### src/rtl/audio_out_pkg.sv
// Shared constants and helpers for the audio PWM output path: midscale level,
// dither LFSR parameters and a signed saturation helper.
package audio_out_pkg;

  localparam int                LFSR_W    = 16;
  localparam logic [LFSR_W-1:0] LFSR_TAPS = 16'hB400;  // x^16 + x^14 + x^13 + x^11
  localparam logic [LFSR_W-1:0] LFSR_SEED = 16'hACE1;

  function automatic int midscale(input int pwm_w);
    return 1 << (pwm_w - 1);
  endfunction

  function automatic logic signed [63:0] sat_to_width(input logic signed [63:0] v,
                                                      input int               w);
    logic signed [63:0] hi;
    logic signed [63:0] lo;
    hi = (64'sd1 <<< (w - 1)) - 64'sd1;
    lo = -hi - 64'sd1;
    if (v > hi) return hi;
    if (v < lo) return lo;
    return v;
  endfunction

endpackage

### src/rtl/audio_pwm_out_pwm_core.sv
// PWM carrier: free-running counter, wrap / period-start generation,
// period-boundary level load (with mute override) and registered compare.
module pwm_core
  import audio_out_pkg::*;
#(
  parameter int PWM_W = 8
) (
  input  logic             clk_in,
  input  logic             rst_in,
  input  logic [PWM_W-1:0] level_in,
  input  logic             level_valid_in,
  input  logic             mute_in,
  output logic             wrap_out,
  output logic             pwm_out,
  output logic             period_start_out
);

  localparam logic [PWM_W-1:0] MID = PWM_W'(midscale(PWM_W));

  logic [PWM_W-1:0] count_q, count_d;
  logic [PWM_W-1:0] active_q, active_d;
  logic             pwm_q, pwm_d;
  logic             pstart_q, pstart_d;

  always_comb begin
    wrap_out = (count_q == '1);
    count_d  = count_q + PWM_W'(1);
    active_d = active_q;
    if (wrap_out) begin
      if (mute_in)             active_d = MID;
      else if (level_valid_in) active_d = level_in;
    end
    // Compare against next count/level so pwm_out lines up with period_start_out.
    pwm_d    = (count_d < active_d);
    pstart_d = wrap_out;
  end

  always_ff @(posedge clk_in or negedge rst_in) begin
    if (!rst_in) begin
      count_q  <= '0;
      active_q <= MID;
      pwm_q    <= 1'b0;
      pstart_q <= 1'b0;
    end else begin
      count_q  <= count_d;
      active_q <= active_d;
      pwm_q    <= pwm_d;
      pstart_q <= pstart_d;
    end
  end

  assign pwm_out          = pwm_q;
  assign period_start_out = pstart_q;

endmodule

### src/rtl/audio_pwm_out.sv
// Audio sample -> saturating pre-gain -> volume shift -> offset-binary PWM level.
// Optional LFSR dither before truncation when AUDIO_PWM_DITHER_EN is defined.
module audio_pwm_out
  import audio_out_pkg::*;
#(
  parameter int IN_W   = 16,
  parameter int PWM_W  = 8,
  parameter int VOL_W  = 3,
  parameter int GAIN_W = 4
) (
  input  logic                   clk_in,
  input  logic                   rst_in,
  input  logic signed [IN_W-1:0] sample_in,
  input  logic                   sample_valid_in,
  input  logic [GAIN_W-1:0]      gain_in,
  input  logic [VOL_W-1:0]       vol_in,
  input  logic                   mute_in,
  input  logic                   status_clr_in,
  output logic                   pwm_out,
  output logic                   period_start_out,
  output logic                   overrun_out,
  output logic                   sat_out
);

  localparam int               GW  = IN_W + (1 << GAIN_W);
  localparam logic [PWM_W-1:0] MID = PWM_W'(midscale(PWM_W));

  logic [GAIN_W-1:0]    shift;
  logic signed [GW-1:0] g_wide;
  logic signed [63:0]   g_sat;
  logic                 sat_hit1;

  always_comb begin
    shift = gain_in;
    if (int'(gain_in) > IN_W - 1) shift = GAIN_W'(IN_W - 1);
    g_wide   = GW'(sample_in) <<< shift;
    g_sat    = sat_to_width(64'(g_wide), IN_W);
    sat_hit1 = sample_valid_in && (g_sat != 64'(g_wide));
  end

  logic             s1_valid_q;
  logic [PWM_W-1:0] t;
  logic             sat_hit2;

  always_ff @(posedge clk_in or negedge rst_in) begin
    if (!rst_in) s1_valid_q <= 1'b0;
    else         s1_valid_q <= sample_valid_in;
  end

`ifdef AUDIO_PWM_DITHER_EN
  localparam int DW = IN_W - PWM_W;

  logic signed [IN_W-1:0] g_q;
  logic [DW-1:0]          dith_q;
  logic [LFSR_W-1:0]      lfsr_q;
  logic [IN_W:0]          g_sum;

  always_ff @(posedge clk_in or negedge rst_in) begin
    if (!rst_in) begin
      g_q    <= '0;
      dith_q <= '0;
      lfsr_q <= LFSR_SEED;
    end else if (sample_valid_in) begin
      g_q    <= g_sat[IN_W-1:0];
      dith_q <= lfsr_q[DW-1:0];
      lfsr_q <= {lfsr_q[LFSR_W-2:0], ^(lfsr_q & LFSR_TAPS)};
    end
  end

  // Dither is non-negative, so the only possible overflow is past the positive limit.
  always_comb begin
    g_sum    = {g_q[IN_W-1], g_q} + {{(PWM_W + 1){1'b0}}, dith_q};
    sat_hit2 = s1_valid_q && (g_sum[IN_W] != g_sum[IN_W-1]);
    if (g_sum[IN_W] != g_sum[IN_W-1]) t = {1'b0, {(PWM_W - 1){1'b1}}};
    else                              t = g_sum[IN_W-1 -: PWM_W];
  end
`else
  logic [PWM_W-1:0] t_q;

  always_ff @(posedge clk_in or negedge rst_in) begin
    if (!rst_in)              t_q <= '0;
    else if (sample_valid_in) t_q <= g_sat[IN_W-1 -: PWM_W];
  end

  assign t        = t_q;
  assign sat_hit2 = 1'b0;
`endif

  logic [VOL_W-1:0]        vshift;
  logic signed [PWM_W-1:0] a;
  logic [PWM_W-1:0]        level;

  always_comb begin
    vshift = ~vol_in;  // 2^VOL_W-1-vol
    a      = $signed(t) >>> vshift;
    level  = {~a[PWM_W-1], a[PWM_W-2:0]};
  end

  logic             wrap;
  logic [PWM_W-1:0] pend_q, pend_d;
  logic             pend_flag_q, pend_flag_d;
  logic             ovr_q, ovr_d;
  logic             sat_q, sat_d;

  // A write on the wrap cycle is not an overrun: the load consumes the old value.
  always_comb begin
    pend_d      = s1_valid_q ? level : pend_q;
    pend_flag_d = s1_valid_q | (pend_flag_q & ~wrap);
    ovr_d       = (s1_valid_q & pend_flag_q & ~wrap) | (ovr_q & ~status_clr_in);
    sat_d       = sat_hit1 | sat_hit2 | (sat_q & ~status_clr_in);
  end

  always_ff @(posedge clk_in or negedge rst_in) begin
    if (!rst_in) begin
      pend_q      <= MID;
      pend_flag_q <= 1'b0;
      ovr_q       <= 1'b0;
      sat_q       <= 1'b0;
    end else begin
      pend_q      <= pend_d;
      pend_flag_q <= pend_flag_d;
      ovr_q       <= ovr_d;
      sat_q       <= sat_d;
    end
  end

  pwm_core #(
    .PWM_W(PWM_W)
  ) u_pwm_core (
    .clk_in          (clk_in),
    .rst_in          (rst_in),
    .level_in        (pend_q),
    .level_valid_in  (pend_flag_q),
    .mute_in         (mute_in),
    .wrap_out        (wrap),
    .pwm_out         (pwm_out),
    .period_start_out(period_start_out)
  );

  assign overrun_out = ovr_q;
  assign sat_out     = sat_q;

endmodule

### config.mk
export PLATFORM = sky130hd
export DESIGN_NAME = audio_pwm_out
export DESIGN_NICKNAME = d
export VERILOG_FILES = /design/src/rtl/audio_out_pkg.sv /design/src/rtl/audio_pwm_out_pwm_core.sv /design/src/rtl/audio_pwm_out.sv
export SDC_FILE = /design/constraint.sdc
export NUM_CORES = 1
export LEC_CHECK = 0
export CAP_MARGIN = 40
export CORE_ASPECT_RATIO = 1.25
export CORE_UTILIZATION = 45
export CTS_BUF_LIST = sky130_fd_sc_hd__clkbuf_16
export DETAILED_ROUTE_END_ITERATION = 7
export PLACE_DENSITY = 0.71
export SLEW_MARGIN = 20
export SYNTH_ARGS = -nofsm -noshare
export SYNTH_HDL_FRONTEND = slang
export SYNTH_SLANG_ARGS = --single-unit
### constraint.sdc
create_clock -name clk_in -period 3 [get_ports clk_in]
set_clock_uncertainty 0.2 [all_clocks]
set_input_delay 0.9 -clock clk_in [delete_from_list [all_inputs] [get_ports clk_in]]
set_output_delay 0.9 -clock clk_in [all_outputs]
set_load 0.02 [all_outputs]
==> results_dict.tcl, run 1 <==
set metrics [dict create \
    status "finished with violations" \
    failed_checks "negative setup slack" \
    rr_endpoint "u_pwm_core.pwm_out" \
    dp_hpwl_mm 6.545 \
    setup_violations 9 \
    synthFlopType "dfrtp_1" \
    clkSlewWorstSetupHoldPaths_ns 0.06 \
    min_period_over_period_pct 119.8 \
    grt_pass1_vias 3125 \
    drv_slew 0 \
    critPathCaptureType "register" \
    rsz0062_at_grt "true" \
    cts_tree "yes" \
    hold_class "primary input to async pin" \
    place_ws_ns -1.185 \
    worstPathMaxFanout 14 \
    syn_avg_cell_area_um2 9.634 \
    setup_slack_ns -0.5955 \
    place_area_um2 4144 \
    rows 33 \
    synth_top_family_by_area "multiplexers" \
    final_area_um2 4463 \
    critPathKind "primary input to register" \
    synth_seq_cells 38 \
    syn_to_final_growth_pct 40.38 \
    clkLatencyLatePin_ns 0.27 \
    cts_made_buffers 5 \
    gp_congestion 0.9179 \
    die_h_um 95.98 \
    synth-adder-area-share_pct 3.542 \
    yosysWarnings 0 \
    crit_arrival_ns 3.56 \
    cp-startpoint "gain_in[1]" \
    grt_overflow 0 \
    cp.required_ns 2.96 \
    synth_cells 330 \
    ys_types 64 \
    layout.nets 474 \
    io_buffers 31 \
    io_pins 32 \
    coreArea_um2 6689 \
    grt_use_total_pct 24.80 \
    first_iter_violations 90 \
    synth_xor_xnor_area_share_pct 1.653 \
    syn_nets 367 \
    vdd_drop_max_uv 376.6 \
    num_vias 3055 \
    cp-endpoint "t[1]" \
    grt_pass1_wl_mm 14.53 \
    grt_max_degree 39 \
    min_period_ns 3.595 \
    drive_above_1_share_pct 35.39 \
    dieArea_um2 7407 \
    r2r-start "u_pwm_core.count_q[0]" \
    diodes 0 \
    drc 0 \
    synth_edf_count 0 \
    worst_slew_pin_slew_ns 0.4896 \
    crit_path_start_kind "primary input" \
    fillers 527 \
    drt-total-wl_mm 8.666 \
    clockBufferDepth 2 \
    initial_core_util_pct 47.53 \
    clock-sinks 38 \
    die_width_um 77.18 \
    detail_route.first_pass.iterations 4 \
    fin_tns_setup_ns -4.694 \
    synth-compound-area-share_pct 18.85 \
    async_reset_ff_share_pct 100.0 \
    maxCapViolations 0 \
    cts_hold_buf 0 \
    htreeDepth 2 \
    drt.antenna.violating_nets 0 \
    worstRegToRegCells 10 \
    max_freq_mhz 278.1 \
    synth.area.mux_share_pct 24.95 \
    synth-simple-area-share_pct 15.66 \
    ys_seq_area_share_pct 29.99 \
    p_per_area_nw_per_um2 359.2 \
    total_power_mw 1.603 \
    syn_area_um2 3179 \
    leakage_nw 2.029 \
    antenna_found_initial 0 \
    slew_headroom_pct 67.36 \
    wl_per_cell_um 16.51 \
    clockRootBuffer "clkbuf_16" \
    r2r_setup_slack_ns 0.19 \
    hold_violations 0 \
    vias_per_cell 5.819 \
]
==> registers in the layout (all words and copies together) (netlist names) <==
name	cells
t	8
pend_flag_q	1
u_pwm_core.period_start_out	1
u_pwm_core.pwm_out	1
u_pwm_core.count_q	8
s1_valid_q	1
sat_out	1
overrun_out	1
pend_q	8
u_pwm_core.active_q	8
==> through the flow <==
step           hold slack (ns)  cells  util [%]
6_report                0.2376    525     66.72
4_1_cts                 0.3164    520     65.73
3_3_place_gp            0.2915    504     61.95
2_1_floorplan           0.2632    330         -
5_1_grt                 0.2388    525     66.72
3_5_place_dp            0.3064    504     61.95
==> how the worst min path moves through the flow <==
stage,from,end,cells past startpoint
after CTS,u_pwm_core.count_q[5],u_pwm_core.count_q[5],1
after detailed placement,u_pwm_core.count_q[5],u_pwm_core.count_q[5],1
after global routing,rst_in,u_pwm_core.active_q[2],1
after floorplan,u_pwm_core.count_q[5],u_pwm_core.count_q[5],1
after global placement,u_pwm_core.count_q[5],u_pwm_core.count_q[5],1
final,rst_in,u_pwm_core.count_q[2],1
==> cells by family after synthesis <==
logic type,Yosys count
and+or+nand+nor,95
AOI/OAI and AO/OA,89
muxes,53
buffers and inverters,40
DFF,38
adders and majority gates,9
xor gates and xnor gates,6
==> repair_timing <==
item,in CTS,in global routing
buffers inserted,7,4
cloned,1,0
resized for setup,39,6
pin swaps,10,7
setup endpoints to repair,9,9
==> cells in the final DEF (no fill, tap or decap), drive strengths merged, types with 4 or more instances in the layout <==
master and count:
dlygate4sd2 14, nand3 6, inv 18, mux2i 26, a21oi 27, o21ai 14, mux4 19, nand2 17
nor4 4, clkbuf 5, dfrtp 36, a211oi 5, or2 7, nand4 6, o22a 4, buf 93
ha 9, xnor2 5, clkdlybuf4s50 13, nor2 29, mux2 8, nand2b 4, and2 4, a21o 5
==> cell usage after synthesis (all sizes together), types with 5 or more instances <==
master	instances	share of area, %
mux2	8	2.8
xnor2	5	1.4
inv	18	2.1
dfrtp	36	28
nand3	6	0.94
mux4	19	14
a21oi	27	4.3
nand4	6	1.2
or2	7	1.4
a211oi	5	1.2
o21ai	14	2.2
nor2	29	3.4
clkbuf	11	1.3
nand2	17	2.1
ha	9	3.5
mux2i	26	8.2
buf	11	1.9
a21o	5	1.2
==> critical path, cell delays in order <==
cell	delay, ns
dlygate4sd2_1	0.26
buf_6	0.14
buf_12	0.12
buf_12	0.14
mux2i_2	0.16
nor4_1	0.22
a21boi_1	0.09
or4bb_1	0.53
or3_4	0.35
ha_4	0.32
inv_4	0.05
and3_4	0.14
o22a_1	0.15
==> routing by layer <==
metal | share of wire (%) | routed length, µm | global-route usage [%] | up-vias
met1 | 39 | 3384 | 26.88 | 1470
li1 | - | - | - | 1467
met4 | 2.8 | 241 | 11.01 | 0
met3 | 2.9 | 254 | 2.559 | 20
met5 | 0 | 0 | 0 | -
met2 | 55 | 4785 | 48.60 | 98
==> power breakdown <==
group / switching (mW) / internal (mW)
clock: 0.194 / 0.303
combinational: 0.239 / 0.288
sequential: 0.0302 / 0.551
total: 0.462 / 1.14
==> cell type report <==
| type | instances | area, µm² | share of cell area (%) |
|---|---|---|---|
| clock buffer | 5 | 125.1 | 2.803 |
| clock inverter | 3 | 16.27 | 0.3645 |
| inverter | 18 | 70.07 | 1.570 |
| multi-input combinational | 252 | 2107 | 47.21 |
| sequential | 38 | 953.4 | 21.36 |
| tap | 87 | 108.9 | 2.439 |
| timing repair buffer | 122 | 1082 | 24.25 |
Power figures use the tool's default switching activity.
==> inputs of run 2 (changes only) <==
--- a/config.mk
+++ b/config.mk
@@ -5,12 +5,13 @@
 export SDC_FILE = /design/constraint.sdc
 export NUM_CORES = 1
 export LEC_CHECK = 0
+export ABC_AREA = 1
 export CAP_MARGIN = 40
 export CORE_ASPECT_RATIO = 1.25
 export CORE_UTILIZATION = 45
 export CTS_BUF_LIST = sky130_fd_sc_hd__clkbuf_16
 export DETAILED_ROUTE_END_ITERATION = 7
-export PLACE_DENSITY = 0.71
+export PLACE_DENSITY = 0.72
 export SLEW_MARGIN = 20
 export SYNTH_ARGS = -nofsm -noshare
 export SYNTH_HDL_FRONTEND = slang
==> results_dict.tcl, run 2 <==
set metrics [dict create \
    status "finished, final reports clean" \
    clkSlewWorstSetupHoldPaths_ns 0.06 \
    setup_violations 0 \
    critPathMaxStageDelay_ns 0.29 \
    worstRegToRegCells 13 \
    critical-path-slowest-cell "or2_2" \
    crit_buf_inv 2 \
    layout.nets 598 \
    synth_most_common_cell "nand2_1" \
    hold_depth 1 \
    drv_slew 0 \
    yosys.area.top_type_share_pct 29.48 \
    min_period_over_period_pct 98.73 \
    async_reset_ff_share_pct 100.0 \
    critPathCaptureType "register" \
    ys_top_cells_by_count "nand2_1, nand3_1, dfrtp_1" \
    grt_use_met2_pct 47.77 \
    gr-max-usage-layer "met2" \
    cp_common_cell "nand2_1" \
    syn_to_final_growth_pct 43.69 \
    yosys-top-cells-area "dfrtp_1, nand2_1, nand3_1, o21ai_0, inv_1" \
    antenna_found_initial 0 \
    syn_avg_cell_area_um2 6.628 \
    ys_types 37 \
    first_iter_violations 136 \
    min_period_ns 2.962 \
    clockBufferDepth 2 \
    clock-sinks 38 \
    dp.cells 617 \
    cp.depth 16 \
    cp.required_ns 2.99 \
    detail_route.first_pass.iterations 4 \
    met3_usage_pct 3.648 \
    syn_nets 498 \
    initial_core_util_pct 46.54 \
    cp_cell_sequence "buf_8 -> bufbuf_16 -> nand2_1 -> nand3_2 -> nand3_1 -> nand2_1 -> nand2_1 -> nand2_1 -> nand2_1 -> nor2_1 -> nand2_1 -> nor2_2 -> nand3_2 -> ha_4 -> or2_2 -> a31oi_1" \
    hold_class "register to register" \
    cts_made_buffers 5 \
    rows 33 \
    cts_tree "yes" \
    critical_path.top_delay_family "simple AND/OR/NAND/NOR gates" \
    grt_use_met1_pct 24.07 \
    crit_arrival_ns 2.95 \
    layout_common_cells "nand2_1, buf_4, nand3_1" \
    htreeDepth 2 \
    wl_per_cell_um 13.28 \
    grt_pass1_vias 3202 \
    dieArea_um2 7125 \
    fin_cells 649 \
    layout_commonest_cell "nand2_1" \
    slew_headroom_pct 55.41 \
    drt-total-wl_mm 8.616 \
    synthFlopType "dfrtp_1" \
    io_pins 32 \
    hold_violations 0 \
    coreArea_um2 6565 \
    syn_area_um2 3055 \
    drc 0 \
    grt_overflow 0 \
    critPathKind "primary input to register" \
    ys_seq_area_share_pct 31.20 \
    vias_per_cell 5.310 \
    die_width_um 75.70 \
    grt_use_total_pct 24.14 \
    grt_pass1_wl_mm 13.37 \
    dp_hpwl_mm 5.858 \
    clkLatencyLatePin_ns 0.28 \
    num_vias 3446 \
    crit_path_start_kind "primary input" \
    worstPathMaxFanout 8 \
    max_freq_mhz 337.6 \
    rsz0062_at_grt "true" \
    grt_max_degree 39 \
    synth_seq_cells 38 \
    yosysWarnings 0 \
    synth_cells 461 \
    vdd_drop_max_uv 247.2 \
    diodes 0 \
    total_power_mw 1.538 \
    p_per_area_nw_per_um2 350.2 \
    gp_congestion 0.8708 \
    die_h_um 94.13 \
    maxCapViolations 0 \
    drt.antenna.violating_nets 0 \
    yosysTopAreaCell "dfrtp_1" \
    worst_slew_pin_slew_ns 0.6667 \
    clockRootBuffer "clkbuf_16" \
    leakage_nw 2.209 \
    synth_edf_count 0 \
    io_buffers 31 \
    drive_above_1_share_pct 32.38 \
]
==> run 2: changes by cell type in the layout (fill, tap and decap cells not counted), sizes merged, moves of 8 or more <==
cell / before / now
mux2: 8 / 0
a21oi: 27 / 16
mux2i: 26 / 2
mux4: 19 / 0
o21ai: 14 / 30
inv: 18 / 40
nand2: 17 / 155
nand3: 6 / 87
buf: 93 / 77
==> run 2: final timing paths <==
check,startpoint,end,slack (ns)
max,gain_in[0],t[6],0.04
min,t[7],pend_q[7],0.26
max reg2reg,u_pwm_core.count_q[0],u_pwm_core.pwm_out,0.23
min reg2reg,t[7],pend_q[7],0.26
max in group asynchronous,rst_in,u_pwm_core.active_q[7],1.85
min in group asynchronous,rst_in,pend_q[0],0.27
==> run 2: layout make-up <==
| class | count | area (µm²) |
|---|---|---|
| clock inverters | 3 | 11.26 |
| multi-input cells | 363 | 2032 |
| clock buffers | 5 | 125.1 |
| repair inverters | 3 | 23.77 |
| repair buffers | 109 | 963.4 |
| inverters | 41 | 172.7 |
| flip-flops and latches | 38 | 953.4 |
| fillers | 582 | 2175 |
| well taps | 87 | 108.9 |
==> run 2: worst register-to-register path, delay by kind of cell (launching register included) <==
family / cells / cell delay, ns
adder cells (fa/ha/maj): 2 / 0.50
flip-flops: 1 / 0.38
buffers and inverters: 2 / 0.21
AO/OA/AOI/OAI: 5 / 0.70
AND/OR/NAND/NOR: 4 / 0.69
==> run 2: stage by stage <==
step | utilization [%] | worst slack (ns) | cell area, µm² | hold slack, ns | TNS [ns]
detailed placement | 57.92 | -0.7309 | 3802 | 0.2629 | -6.143
CTS | 63.14 | 0.02038 | 4145 | 0.2666 | 0
global route | 66.88 | -0.09384 | 4390 | 0.2857 | -0.2464
global placement | 57.92 | -0.6740 | 3802 | 0.2631 | -5.669
finish | 66.88 | 0.03813 | 4390 | 0.2621 | 0
floorplan | - | 0.02040 | 3055 | 0.2261 | 0
==> run 2: per-layer routing <==
metal	part of all wire, %	vias to the layer above
met5	0	-
met4	3.4	0
met3	3.6	34
met2	55	113
met1	38	1575
li1	-	1724
==> run 2: cell families (layout without fill, tap and decap cells) <==
kind of cell               Yosys count  after routing  share of synthesized area, %
AOI/OAI and AO/OA                   62             62                         11.30
xor gates and xnor gates             6              6                         1.720
adders and majority gates            9              9                         3.686
buffers and inverters               60            161                         9.624
DFF                                 38             38                         31.20
muxes                                2              2                        0.6552
and+or+nand+nor                    284            284                         41.81
==> run 2: repair_timing <==
item / CTS / global route
hold buffers: 0 / 0
gates resized for setup: 54 / 47
hold endpoints to repair: 0 / 0
cloned: 4 / 1
setup buffers: 11 / 8
pin swaps: 23 / 29
setup endpoints to repair: 9 / 10
==> run 2: where the power goes <==
part	total [mW]	internal [mW]	switching (mW)
clock network	0.483	0.298	0.184
logic	0.495	0.228	0.267
registers	0.560	0.543	0.0164
total	1.54	1.07	0.468
